<file path="src/rtl/move_link_pkg.sv">
// Shared definitions for the PMOD move link (move_tx, move_rx, user_io).
// MOVE_RX_PARITY_EN adds the PARITY receiver state.
package move_link_pkg;

  localparam int DEF_PKT_LEN       = 8;
  localparam int DEF_SAMP_PER_BIT  = 16;
  localparam int DEF_CLK_PER_SAMP  = 423;
  localparam int DEF_WAITING_COUNT = 65_000;

  // Move packet layout: row in the upper nibble, column in the lower nibble.
  localparam int MOVE_COL_LSB = 0;
  localparam int MOVE_COL_MSB = 3;
  localparam int MOVE_ROW_LSB = 4;
  localparam int MOVE_ROW_MSB = 7;

  typedef enum logic [2:0] {
    RX_IDLE,
    RX_START,
    RX_DATA,
`ifdef MOVE_RX_PARITY_EN
    RX_PARITY,
`endif
    RX_STOP,
    RX_HOLDOFF
  } rx_state_t;

endpackage

</file>
<file path="src/rtl/samp_tick_gen.sv">
// Sample-tick prescaler: a one-cycle tick every CLK_PER_SAMP clocks.
// restart realigns the phase so the first tick lands CLK_PER_SAMP+1 cycles later.
module samp_tick_gen
  import move_link_pkg::*;
#(
  parameter int CLK_PER_SAMP = DEF_CLK_PER_SAMP
) (
  input  logic clk_in,
  input  logic rst_n_in,
  input  logic restart,
  output logic tick
);

  localparam int CW = (CLK_PER_SAMP > 1) ? $clog2(CLK_PER_SAMP) : 1;
  localparam logic [CW-1:0] RELOAD = CW'(CLK_PER_SAMP - 1);

  logic [CW-1:0] cnt;

  always_ff @(posedge clk_in or negedge rst_n_in) begin
    if (!rst_n_in) begin
      cnt  <= '0;
      tick <= 1'b0;
    end else if (restart) begin
      cnt  <= RELOAD;
      tick <= 1'b0;
    end else if (cnt == '0) begin
      cnt  <= RELOAD;
      tick <= 1'b1;
    end else begin
      cnt  <= cnt - 1'b1;
      tick <= 1'b0;
    end
  end

endmodule

</file>
<file path="src/rtl/move_rx.sv">
// Receiving end of the PMOD move link: oversampling 8N1 UART (8E1 with MOVE_RX_PARITY_EN).
//   state   | meaning
//   IDLE    | waiting for a start-bit falling edge
//   START   | waiting for the start-bit centre to reject glitches
//   DATA    | sampling payload bits, LSB first
//   PARITY  | sampling the even-parity bit (MOVE_RX_PARITY_EN only)
//   STOP    | sampling the stop bit, then publishing or flagging the frame
//   HOLDOFF | after a framing error, waiting for a long idle-high run
module move_rx
  import move_link_pkg::*;
#(
  parameter int PKT_LEN       = DEF_PKT_LEN,
  parameter int SAMP_PER_BIT  = DEF_SAMP_PER_BIT,
  parameter int CLK_PER_SAMP  = DEF_CLK_PER_SAMP,
  parameter int WAITING_COUNT = DEF_WAITING_COUNT
) (
  input  logic               clk_in,
  input  logic               rst_n_in,
  input  logic               rx,
  output logic               ready,
  output logic [PKT_LEN-1:0] data_out,
  output logic               frame_err,
  output logic               busy
);

  localparam int SW = $clog2(SAMP_PER_BIT);
  localparam int BW = (PKT_LEN > 1) ? $clog2(PKT_LEN) : 1;
  localparam int HW = $clog2(WAITING_COUNT);
  localparam logic [SW-1:0] HALF_RELOAD = SW'(SAMP_PER_BIT / 2 - 1);
  localparam logic [SW-1:0] BIT_RELOAD  = SW'(SAMP_PER_BIT - 1);
  localparam logic [BW-1:0] LAST_BIT    = BW'(PKT_LEN - 1);
  localparam logic [HW-1:0] HOLD_LAST   = HW'(WAITING_COUNT - 1);

  rx_state_t state, state_nxt;

  logic rx_meta, rx_s, rx_q;
  logic fall, tick, restart, samp_due, frame_ok;
  logic ready_set, err_set;
  logic [SW-1:0] samp_cnt;
  logic [BW-1:0] bit_idx;
  logic [HW-1:0] hold_cnt;
  logic [PKT_LEN-1:0] shreg;
`ifdef MOVE_RX_PARITY_EN
  logic par_bit;
`endif

  always_ff @(posedge clk_in or negedge rst_n_in) begin
    if (!rst_n_in) begin
      rx_meta <= 1'b1;
      rx_s    <= 1'b1;
      rx_q    <= 1'b1;
    end else begin
      rx_meta <= rx;
      rx_s    <= rx_meta;
      rx_q    <= rx_s;
    end
  end

  assign fall     = rx_q & ~rx_s;
  assign samp_due = tick && (samp_cnt == '0);

`ifdef MOVE_RX_PARITY_EN
  assign frame_ok = rx_s & ~(^{shreg, par_bit});
`else
  assign frame_ok = rx_s;
`endif

  samp_tick_gen #(
    .CLK_PER_SAMP(CLK_PER_SAMP)
  ) u_samp_tick_gen (
    .clk_in  (clk_in),
    .rst_n_in(rst_n_in),
    .restart (restart),
    .tick    (tick)
  );

  always_ff @(posedge clk_in or negedge rst_n_in) begin
    if (!rst_n_in) state <= RX_IDLE;
    else           state <= state_nxt;
  end

  always_comb begin
    state_nxt = state;
    restart   = 1'b0;
    ready_set = 1'b0;
    err_set   = 1'b0;
    case (state)
      RX_IDLE: begin
        if (fall) begin
          restart   = 1'b1;
          state_nxt = RX_START;
        end
      end
      RX_START: begin
        if (samp_due) state_nxt = rx_s ? RX_IDLE : RX_DATA;
      end
      RX_DATA: begin
`ifdef MOVE_RX_PARITY_EN
        if (samp_due && bit_idx == LAST_BIT) state_nxt = RX_PARITY;
`else
        if (samp_due && bit_idx == LAST_BIT) state_nxt = RX_STOP;
`endif
      end
`ifdef MOVE_RX_PARITY_EN
      RX_PARITY: begin
        if (samp_due) state_nxt = RX_STOP;
      end
`endif
      RX_STOP: begin
        if (samp_due) begin
          if (frame_ok) begin
            ready_set = 1'b1;
            state_nxt = RX_IDLE;
          end else begin
            err_set   = 1'b1;
            state_nxt = RX_HOLDOFF;
          end
        end
      end
      RX_HOLDOFF: begin
        if (rx_s && hold_cnt == HOLD_LAST) state_nxt = RX_IDLE;
      end
      default: state_nxt = RX_IDLE;
    endcase
  end

  always_ff @(posedge clk_in or negedge rst_n_in) begin
    if (!rst_n_in) begin
      samp_cnt <= '0;
      bit_idx  <= '0;
      hold_cnt <= '0;
      shreg    <= '0;
`ifdef MOVE_RX_PARITY_EN
      par_bit  <= 1'b0;
`endif
    end else begin
      if (state == RX_IDLE) begin
        if (fall) samp_cnt <= HALF_RELOAD;
      end else if (tick) begin
        samp_cnt <= (samp_cnt == '0) ? BIT_RELOAD : samp_cnt - 1'b1;
      end

      if (state == RX_START && samp_due) bit_idx <= '0;
      if (state == RX_DATA && samp_due) begin
        shreg[bit_idx] <= rx_s;
        if (bit_idx != LAST_BIT) bit_idx <= bit_idx + 1'b1;
      end
`ifdef MOVE_RX_PARITY_EN
      if (state == RX_PARITY && samp_due) par_bit <= rx_s;
`endif

      // Only an unbroken run of high samples counts toward resync.
      if (state != RX_HOLDOFF || !rx_s)  hold_cnt <= '0;
      else if (hold_cnt != HOLD_LAST)    hold_cnt <= hold_cnt + 1'b1;
    end
  end

  always_ff @(posedge clk_in or negedge rst_n_in) begin
    if (!rst_n_in) begin
      ready     <= 1'b0;
      frame_err <= 1'b0;
      busy      <= 1'b0;
      data_out  <= '0;
    end else begin
      ready     <= ready_set;
      frame_err <= err_set;
      busy      <= (state_nxt != RX_IDLE);
      if (ready_set) data_out <= shreg;
    end
  end

endmodule

</file>
<file path="config.mk">
export PLATFORM = sky130hd
export DESIGN_NAME = move_rx
export DESIGN_NICKNAME = d
export VERILOG_FILES = /design/src/rtl/move_link_pkg.sv /design/src/rtl/samp_tick_gen.sv /design/src/rtl/move_rx.sv
export SDC_FILE = /design/constraint.sdc
export NUM_CORES = 1
export LEC_CHECK = 0
export CAP_MARGIN = 40
export CORE_ASPECT_RATIO = 1.25
export CORE_MARGIN = 2
export CORE_UTILIZATION = 53
export DETAILED_ROUTE_END_ITERATION = 7
export MAX_ROUTING_LAYER = met4
export PLACE_DENSITY = 0.72
export SKIP_CTS_REPAIR_TIMING = 1
export SYNTH_ARGS = -nofsm -noshare
export SYNTH_HDL_FRONTEND = slang
export SYNTH_SLANG_ARGS = --single-unit
</file>
<file path="constraint.sdc">
create_clock -name clk_in -period 1.8 [get_ports clk_in]
set_input_delay 0.36 -clock clk_in [delete_from_list [all_inputs] [get_ports clk_in]]
set_output_delay 0.36 -clock clk_in [all_outputs]
set_load 0.02 [all_outputs]
</file>
==> run metrics <==
clock latency on the worst-skew pair=0.33 ns; setup TNS=0 ns; Die Y-Extent=83.66 µm; Worst Reg2Reg Path Length in Cells=6; arrival time reported for the critical path endpoint=1.99 ns; effective utilization at floorplan=0.5412; slowest cell delay on critical path=0.40 ns; drt first-iter violations=67; reg2reg end=shreg[4]$_DFFE_PN0P_; critical-path maximum fanout=5; share of cells above drive strength 1=0.2680; number of storage elements in the synthesis netlist=58; Post-synth top flop=dfrtp_1; clock network fraction of total power=0.394; pin count of the biggest net entering global routing=59; detailed-route via count=1895; clock sink count=58; transition time of the tightest slew-check pin=0.3953 ns; crit path launch type=flip-flop; gate count after technology mapping=246; global-route wire length before repair=8321 µm; sequential fraction of the synthesis area=0.5409; Horiz. Die Dim=67.72 µm; Peak Freq=562.7 MHz; area fraction of the dominant cell type after synthesis=0.5116; sequential power share=0.488; outcome=complete, no violations; minimum clock period after layout=1.777 ns; RSZ-0062 raised after global routing=true; power density over the cells=927.6 mW/mm²; Crit Path Class=reg2reg; Setup Viol. Count Final=0; top cell family by delay on the critical path=simple AND/OR/NAND/NOR gates; total congestion overflow after global routing=0; ports placed on the boundary=14; clock skew=0.007056 ns; max-slew violations=0; net count after synthesis=255; number of flops mapped to enable cells by yosys=0; number of global-route vias before repair=1878; number of DRC violations after detailed routing=0; CTS tree=done; number of buffer cells added on primary ports=13; synthesized area per cell=10.94 µm²; Layout area overhead=23.86%; fraction of power spent switching nets=0.2461; Initial DRT Pass Iterations=5; Yosys warnings=0; cell area after technology mapping=0.002690 mm²; Max stage delay cell, worst path=dfrtp_1; antenna violations before repair=0; per-cell via count in the routed design=5.368; Unique masters post-synth=46; net switching power=0.7605 mW; combinational group share of total power=0.118; sort of element at the end of the critical path=flip-flop; wire length per cell after detailed routing=14.08 µm; aggregate routed wire length=4970 µm; hold crit path type=in2async; most common cell after layout, fill and taps aside=dfrtp_1; reg2reg setup slack=0.02 ns; post-CTS clock slew at the launch and capture registers of the worst setup and hold paths=0.06 ns; number of violations of the max-capacitance limit=0; Diodes inserted=0; buffer and inverter count on the worst path=1; buffers from clock root to sink, at most=2; core area=0.004971 mm²; largest voltage drop on the vdd net=0.7550 mV; Static Leakage=1.494 nW; number of endpoints with negative hold slack in the final report=0; antenna-violating nets left=0; HPWL Detailed=3255 µm; async set or reset register ratio after synthesis=1.000; data required time at the worst endpoint=2.02 ns; maximum level of the CTS H-tree=3; cell-by-cell listing of the critical path=inv_2, ha_4, and4bb_2, nand3_4, nor4b_4, mux2_4; Final Instance Count excl. Fillers=353; top library cells by usage in the layout, fill and taps aside=dfrtp_1, nor2_1, buf_4, nand2_1, mux2_2; worst max-slew margin expressed relative to the limit=0.7331; cells taking the most area after synthesis=dfrtp_1, mux2_2, nor2_1; global-route usage over all layers=0.2038; Inserted Clock Buffers=9; internal portion of total power=2.330 mW; reg-to-reg critical path startpoint=samp_cnt[0]$_DFFE_PN0P_; Die Outline Area=0.005665 mm²; placer's final routability congestion estimate=0.7753; CTS Root Buffer Type=clkbuf_8; total number of placement rows=29; cell taking the most area after synthesis=dfrtp_1; final worst-path cycle share=0.9873; post-placement cell count=334; Total Nets Final=296
==> cells in the mapped netlist, types with 2 or more instances <==
library cell,count
a21oi_1,8
a22o_1,2
a31oi_1,2
and2_1,2
buf_2,2
clkbuf_1,5
dfrtp_1,55
dfstp_2,3
ha_1,6
inv_1,9
mux2_2,17
mux2i_1,2
nand2_1,17
nand3_1,9
nand3b_1,3
nand4_1,5
nand4b_1,2
nand4bb_1,2
nor2_1,29
nor2b_1,2
nor3_1,9
nor4_1,3
nor4b_1,2
nor4bb_1,2
o21ai_0,10
o31ai_1,2
or3_1,5
or4_1,2
xnor2_1,6
xor2_1,7
==> flip-flops by register name (all words and copies together) (netlist names) <==
name,count
bit_idx,3
ready,1
rx_q,1
samp_cnt,4
data_out,8
shreg,8
u_samp_tick_gen.cnt,9
rx_meta,1
busy,1
frame_err,1
state,3
frame_ok,1
hold_cnt,16
u_samp_tick_gen.tick,1
==> cell type report <==
cell class	count	area, µm²
inverter	9	33.78
multi-input combinational	172	1242
timing repair buffer	37	317.8
clock inverter	2	35.03
tap	62	77.57
clock buffer	13	168.9
fill	372	1639
sequential	58	1456
==> routing by layer <==
layer,GRT usage,part of all wire
met1,0.2457,0.46
met2,0.3093,0.50
met3,0.05668,0.030
met4,0.1002,0.013
met5,-,0
==> stage by stage <==
stage               hold slack, ns  setup slack (ns)  area (µm²)  total power [mW]    util
floorplan                  0.06441           0.01026        2701             1.756       -
global placement            0.3453          0.006127        3038             1.859  0.6111
detailed placement          0.3472          -0.03501        3038             1.870  0.6111
CTS                        0.02302          -0.04787        3242             3.101  0.6522
global route               0.03982          -0.05019        3332             3.248  0.6703
finish                     0.01178           0.02283        3332             3.091  0.6703
==> kinds of logic (layout without fill, tap and decap cells) <==
| group | after synthesis | after routing | share of synthesized area |
|---|---|---|---|
| AOI/OAI and AO/OA | 31 | 31 | 0.07210 |
| xor gates and xnor gates | 13 | 13 | 0.04233 |
| adders and majority gates | 6 | 6 | 0.02791 |
| buffers and inverters | 16 | 61 | 0.02326 |
| DFF | 58 | 58 | 0.5409 |
| muxes | 19 | 19 | 0.07860 |
| and+or+nand+nor | 103 | 103 | 0.2149 |
==> how the worst max path moves through the flow <==
stage	start	endpoint	slack, ns	cells after the start
6_report	samp_cnt[0]$_DFFE_PN0P_	shreg[4]$_DFFE_PN0P_	0.02	6
5_1_grt	samp_cnt[0]$_DFFE_PN0P_	shreg[4]$_DFFE_PN0P_	-0.05	6
4_1_cts	samp_cnt[1]$_DFFE_PN0P_	shreg[2]$_DFFE_PN0P_	-0.05	6
3_5_place_dp	samp_cnt[1]$_DFFE_PN0P_	shreg[2]$_DFFE_PN0P_	-0.04	6
3_3_place_gp	samp_cnt[0]$_DFFE_PN0P_	shreg[2]$_DFFE_PN0P_	0.006	6
2_1_floorplan	hold_cnt[3]$_DFFE_PN0P_	busy$_DFF_PN0_	0.01	4
==> power by group through the flow <==
stage	Clock [mW]	Combinational (mW)	Sequential (mW)
2_1_floorplan	0	0.246	1.51
3_3_place_gp	0	0.333	1.53
3_5_place_dp	0	0.340	1.53
4_1_cts	1.25	0.344	1.51
5_1_grt	1.31	0.415	1.52
6_report	1.22	0.363	1.51
Power figures use the tool's default switching activity.
